[config.mk]
export PLATFORM = sky130hd
export DESIGN_NAME = issue_busy_tracker
export DESIGN_NICKNAME = d
export VERILOG_FILES = /design/src/rtl/issue_busy_tracker.sv
export SDC_FILE = /design/constraint.sdc
export NUM_CORES = 2
export LEC_CHECK = 0
export BUFFER_PORTS_ARGS = -buffer_cell sky130_fd_sc_hd__buf_4
export CAP_MARGIN = 20
export CORE_MARGIN = 5
export CORE_UTILIZATION = 51
export CTS_CLUSTER_SIZE = 20
export DETAILED_ROUTE_END_ITERATION = 16
export PLACE_DENSITY = 0.67
export SLEW_MARGIN = 20
export SYNTH_ARGS = -nofsm -noshare
export SYNTH_HDL_FRONTEND = slang
export SYNTH_SLANG_ARGS = --single-unit
[constraint.sdc]
create_clock -name clk_i -period 30.1 [get_ports clk_i]
set_input_delay 4.515 -clock clk_i [delete_from_list [all_inputs] [get_ports clk_i]]
set_output_delay 4.515 -clock clk_i [all_outputs]
set_load 0.02 [all_outputs]
[src/rtl/issue_busy_tracker.sv]
// Busy/owner scoreboard between rename and operand read: RAW/WAW issue hold, writeback clear, stall counter.
// Optional feature: define BUSY_WB_BYPASS_EN to let a same-cycle writeback release a busy source operand.
module issue_busy_tracker #(
  parameter int unsigned NR_WB_PORTS   = 4,
  parameter int unsigned TRANS_ID_BITS = 3,
  parameter int unsigned STALL_CNT_W   = 16
) (
  input  logic                                  clk_i,
  input  logic                                  rst_i,
  input  logic                                  flush_i,
  input  logic                                  instr_valid_i,
  input  logic [5:0]                            rs1_i,
  input  logic [5:0]                            rs2_i,
  input  logic [5:0]                            rs3_i,
  input  logic [1:0]                            rs1_rf_i,
  input  logic [1:0]                            rs2_rf_i,
  input  logic [1:0]                            rs3_rf_i,
  input  logic [5:0]                            rd_i,
  input  logic [1:0]                            rd_rf_i,
  input  logic [TRANS_ID_BITS-1:0]              trans_id_i,
  output logic                                  issue_ack_o,
  output logic                                  issue_valid_o,
  input  logic                                  issue_ack_i,
  input  logic [NR_WB_PORTS-1:0]                wb_valid_i,
  input  logic [NR_WB_PORTS*TRANS_ID_BITS-1:0]  wb_trans_id_i,
  output logic                                  hazard_o,
  output logic [STALL_CNT_W-1:0]                stall_cnt_o
);

  localparam int unsigned NR_FILES = 3;
  localparam int unsigned NR_REGS  = 64;
  localparam logic [1:0]  RF_NONE  = 2'b11;
  localparam logic [1:0]  RF_GPR   = 2'b00;
  localparam logic [STALL_CNT_W-1:0] STALL_MAX = {STALL_CNT_W{1'b1}};

  typedef logic [TRANS_ID_BITS-1:0] tid_t;

  logic busy_q  [NR_FILES][NR_REGS];
  tid_t owner_q [NR_FILES][NR_REGS];
  logic rd_set_c;

  // True when any valid writeback port carries this transaction id.
  function automatic logic wb_hit(input tid_t id);
    logic hit;
    hit = 1'b0;
    for (int unsigned k = 0; k < NR_WB_PORTS; k++) begin
      if (wb_valid_i[k] && (wb_trans_id_i[k*TRANS_ID_BITS +: TRANS_ID_BITS] == id)) hit = 1'b1;
    end
    return hit;
  endfunction

  function automatic logic entry_busy(input logic [1:0] rf, input logic [5:0] addr);
    logic b;
    b = 1'b0;
    if (rf != RF_NONE) b = busy_q[rf][addr];
    return b;
  endfunction

  function automatic logic src_busy(input logic [1:0] rf, input logic [5:0] addr);
    logic b;
    b = 1'b0;
    if (rf != RF_NONE) begin
      b = busy_q[rf][addr];
`ifdef BUSY_WB_BYPASS_EN
      if (wb_hit(owner_q[rf][addr])) b = 1'b0;
`endif
    end
    return b;
  endfunction

  // Destination check (WAW) never uses the writeback bypass.
  always_comb begin
    hazard_o      = 1'b0;
    issue_valid_o = 1'b0;
    issue_ack_o   = 1'b0;
    rd_set_c      = 1'b0;
    hazard_o      = instr_valid_i & (src_busy(rs1_rf_i, rs1_i) | src_busy(rs2_rf_i, rs2_i) |
                                     src_busy(rs3_rf_i, rs3_i) | entry_busy(rd_rf_i, rd_i));
    issue_valid_o = instr_valid_i & ~hazard_o & ~flush_i;
    issue_ack_o   = issue_ack_i & issue_valid_o;
    rd_set_c      = issue_ack_o & (rd_rf_i != RF_NONE) & ~((rd_rf_i == RF_GPR) & (rd_i == 6'h00));
  end

  // Writeback clears first; a same-cycle issue to the entry overrides (later NBA wins).
  always_ff @(posedge clk_i or posedge rst_i) begin
    if (rst_i) begin
      for (int unsigned f = 0; f < NR_FILES; f++) begin
        for (int unsigned r = 0; r < NR_REGS; r++) begin
          busy_q[f][r]  <= 1'b0;
          owner_q[f][r] <= '0;
        end
      end
    end else if (flush_i) begin
      for (int unsigned f = 0; f < NR_FILES; f++) begin
        for (int unsigned r = 0; r < NR_REGS; r++) begin
          busy_q[f][r] <= 1'b0;
        end
      end
    end else begin
      for (int unsigned f = 0; f < NR_FILES; f++) begin
        for (int unsigned r = 0; r < NR_REGS; r++) begin
          if (busy_q[f][r] && wb_hit(owner_q[f][r])) busy_q[f][r] <= 1'b0;
        end
      end
      if (rd_set_c) begin
        busy_q[rd_rf_i][rd_i]  <= 1'b1;
        owner_q[rd_rf_i][rd_i] <= trans_id_i;
      end
    end
  end

  // Saturating hazard-cycle counter; flush cycles are not counted.
  always_ff @(posedge clk_i or posedge rst_i) begin
    if (rst_i) begin
      stall_cnt_o <= '0;
    end else if (hazard_o && !flush_i && (stall_cnt_o != STALL_MAX)) begin
      stall_cnt_o <= stall_cnt_o + STALL_CNT_W'(1);
    end
  end

endmodule
==> results.sh <==
export IMPL_status="completed"
export IMPL_ys_flop_type="dfrtp_1"
export IMPL_io_buffer_count=74
export IMPL_gr_total_overflow=0
export IMPL_reg2reg_from="busy_q[158]$_DFF_PP0_"
export IMPL_rows=134
export IMPL_tritoncts_num_buffers=95
export IMPL_ys_warn_count=0
export IMPL_core_area_sq_um=134000
export IMPL_drc=0
export IMPL_path_buf_inv=3
export IMPL_finalNetCount=6585
export IMPL_finClkSkew_ns=0.0510
export IMPL_final_common_cell="xnor2_1"
export IMPL_synth_edf_count=0
export IMPL_die_height_um=377
export IMPL_fin_crit_sh=0.454
export IMPL_cp_start_kind="input pin"
export IMPL_ios=75
export IMPL_highest_layer="met5"
export IMPL_slew_headroom=0.200
export IMPL_cts_resized_gates=0
export IMPL_path_cells="buf_4 -> buf_4 -> nand2b_1 -> nor2_1 -> a222oi_1 -> nand4_1 -> o21ai_1 -> o311ai_1 -> a2111oi_4 -> nand3_4 -> and2_1 -> buf_4"
export IMPL_max_stage_delay_ns=0.66
export IMPL_via_per_inst=6.76
export IMPL_antenna_found_initial=15
export IMPL_drive_above_1_share=0.124
export IMPL_maxCapViolations=0
export IMPL_final_area_sq_um=71300
export IMPL_drtIter0Drc=6642
export IMPL_start_util=0.514
export IMPL_post_route_min_period_ns=13.68
export IMPL_wl_met1_um=100000
export IMPL_rr_endpoint="owner_q[101]$_DFFE_PP0P_"
export IMPL_die_x_um=377
export IMPL_routed_wl_met2_um=108000
export IMPL_grt_max_degree=164
export IMPL_layout_common_cells="xnor2_1 (2,228), dfrtp_1 (784), nand4_1 (687)"
export IMPL_peakVddDrop_mv=0.0463
export IMPL_critical_path_top_delay_family="simple AND/OR/NAND/NOR gates"
export IMPL_cp_data_arrival_time_ns=9.16
export IMPL_clockBufferDepth=3
export IMPL_setup_viol_count_final=0
export IMPL_placed_area_sq_um=68000
export IMPL_synth_area_per_cell_sq_um=9.24
export IMPL_vias=56700
export IMPL_min_path_type="reg -> reg"
export IMPL_postRouteAntennaNets=0
export IMPL_synth_area_top_cells="dfrtp_1 (29%), xnor2_1 (28%), nand4_1 (6.2%), mux2_2 (5.8%), clkbuf_1 (4.7%)"
export IMPL_seq_area_frac_synth=0.285
export IMPL_finalSetupTns_ns=0
export IMPL_synthDistinctLibCells=84
export IMPL_power_density_nw_per_um2=39.6
export IMPL_clock_latency_ns=0.79
export IMPL_rrSetupSlack_ns=24.85
export IMPL_wl_per_cell_um=30.0
export IMPL_grt_setup_unrepaired="false"
export IMPL_hold_buffers=0
export IMPL_cts_tree="yes"
export IMPL_path_class="in -> out"
export IMPL_clkSlewWorstSetupHoldPaths_ns=0.06
export IMPL_rr_worst_depth=11
export IMPL_routed_wl_um=251000
export IMPL_first_pass_iters=6
export IMPL_wl_met3_um=26500
export IMPL_synth_seq_cells=784
export IMPL_worst_hold_path_endpoint="stall_cnt_o[11]$_DFFE_PP0P_"
export IMPL_grt_pass1_wl_um=374000
export IMPL_endpoint_kind="output pin"
export IMPL_holdPathStages=1
export IMPL_hold_viol=0
export IMPL_crit_required_ns=25.59
export IMPL_syn_num_nets=7508
export IMPL_cp_max_fo=39
export IMPL_synth_top_area_share=0.285
export IMPL_total_power_mw=2.82
export IMPL_grt_total_usage=0.343
export IMPL_placed_cells=8198
export IMPL_grt_pass1_vias=57200
export IMPL_root_buffer="clkbuf_16"
export IMPL_fmax_mhz=73.1
export IMPL_synth_area_leader_cell="dfrtp_1"
export IMPL_worst_slack_ns=16.42
export IMPL_pre_cts_ws_ns=16.56
export IMPL_post_cts_buffers=0
export IMPL_synthArstFlopShare=1.00
export IMPL_worst_slew_pin_slew_ns=1.20
export IMPL_hp_start="stall_cnt_o[11]$_DFFE_PP0P_"
export IMPL_syn_area_sq_um=68800
export IMPL_power_leakage_nw=25.7
export IMPL_drv_slew=0
export IMPL_cp_common_cell="buf_4"
export IMPL_htree_levels=3
export IMPL_gp_congestion=1.08
export IMPL_area_growth_syn_to_layout_pct=3.62
export IMPL_crit_slowest_cell="nand2b_1"
export IMPL_whs_ns=0.493
export IMPL_dieArea_sq_um=142000
export IMPL_fin_util=0.533
export IMPL_instances_no_fill=8383
export IMPL_cts_sinks=784
export IMPL_synthCells=7451
export IMPL_dp_hpwl_um=149000
-- kinds of logic after synthesis --
| family | synth area share |
|---|---|
| AOI/OAI and AO/OA | 0.0757 |
| xor gates and xnor gates | 0.295 |
| adders and majority gates | 0.000182 |
| buffers and inverters | 0.0703 |
| DFF | 0.285 |
| muxes | 0.110 |
| and+or+nand+nor | 0.163 |
-- registers in the layout (all words and copies together) (netlist names) --
name         cells
stall_cnt_o     16
owner_q        576
busy_q         192
-- worst max-delay path by stage --
stage,endpoint,startpoint,cells past startpoint
final,hazard_o,rd_rf_i[1],12
after detailed placement,hazard_o,rd_rf_i[1],12
after global placement,hazard_o,rd_rf_i[1],12
after CTS,hazard_o,rd_rf_i[1],12
after global routing,hazard_o,rd_rf_i[1],12
after floorplan,busy_q[0]$_DFF_PP0_,rst_i,1
-- synthesized netlist by cell type (10+ instances only) --
| cell | n |
|---|---|
| buf_1 | 274 |
| nor3_1 | 46 |
| dfrtp_1 | 784 |
| mux2_2 | 355 |
| clkbuf_1 | 870 |
| and3_1 | 10 |
| a21oi_1 | 37 |
| nor2b_1 | 18 |
| nand3b_1 | 75 |
| or4_1 | 30 |
| a311o_1 | 21 |
| inv_1 | 58 |
| buf_2 | 34 |
| nand2_1 | 156 |
| mux2_1 | 222 |
| o221ai_1 | 47 |
| o21bai_1 | 104 |
| and2_1 | 12 |
| xor2_1 | 91 |
| nor4_4 | 81 |
| nand4b_1 | 74 |
| o21ai_0 | 119 |
| nand4_1 | 687 |
| mux2i_1 | 90 |
| or3_1 | 45 |
| o211ai_1 | 21 |
| a41oi_1 | 73 |
| nor4_2 | 10 |
| a22oi_1 | 18 |
| o22ai_1 | 97 |
| a221oi_1 | 24 |
| nand3_1 | 150 |
| xnor2_1 | 2228 |
| nor2_1 | 208 |
| o2111ai_1 | 33 |
| o31ai_1 | 12 |
| nand2b_1 | 56 |
| a211oi_1 | 10 |
-- power by group --
part	total, mW	internal (mW)	switching (mW)	leakage, nW
clock	1.21	0.706	0.507	1.59
combinational	0.532	0.178	0.354	13.2
sequential	1.08	1.06	0.0157	10.9
-- final cells by class --
type	instances	area, sq um
antenna	12	30.0
inverter	61	236
timing repair buffer	173	1570
tap	1768	2210
clock inverter	31	452
sequential	784	19600
multi-input combinational	5413	44400
fill	11800	62500
clock buffer	141	2800
-- routing by layer --
metal,GRT usage,up-vias
li1,-,23900
met1,0.442,28700
met2,0.523,3201
met3,0.0910,912
met4,0.194,10
met5,0,-
(Power assumes the default switching activity.)
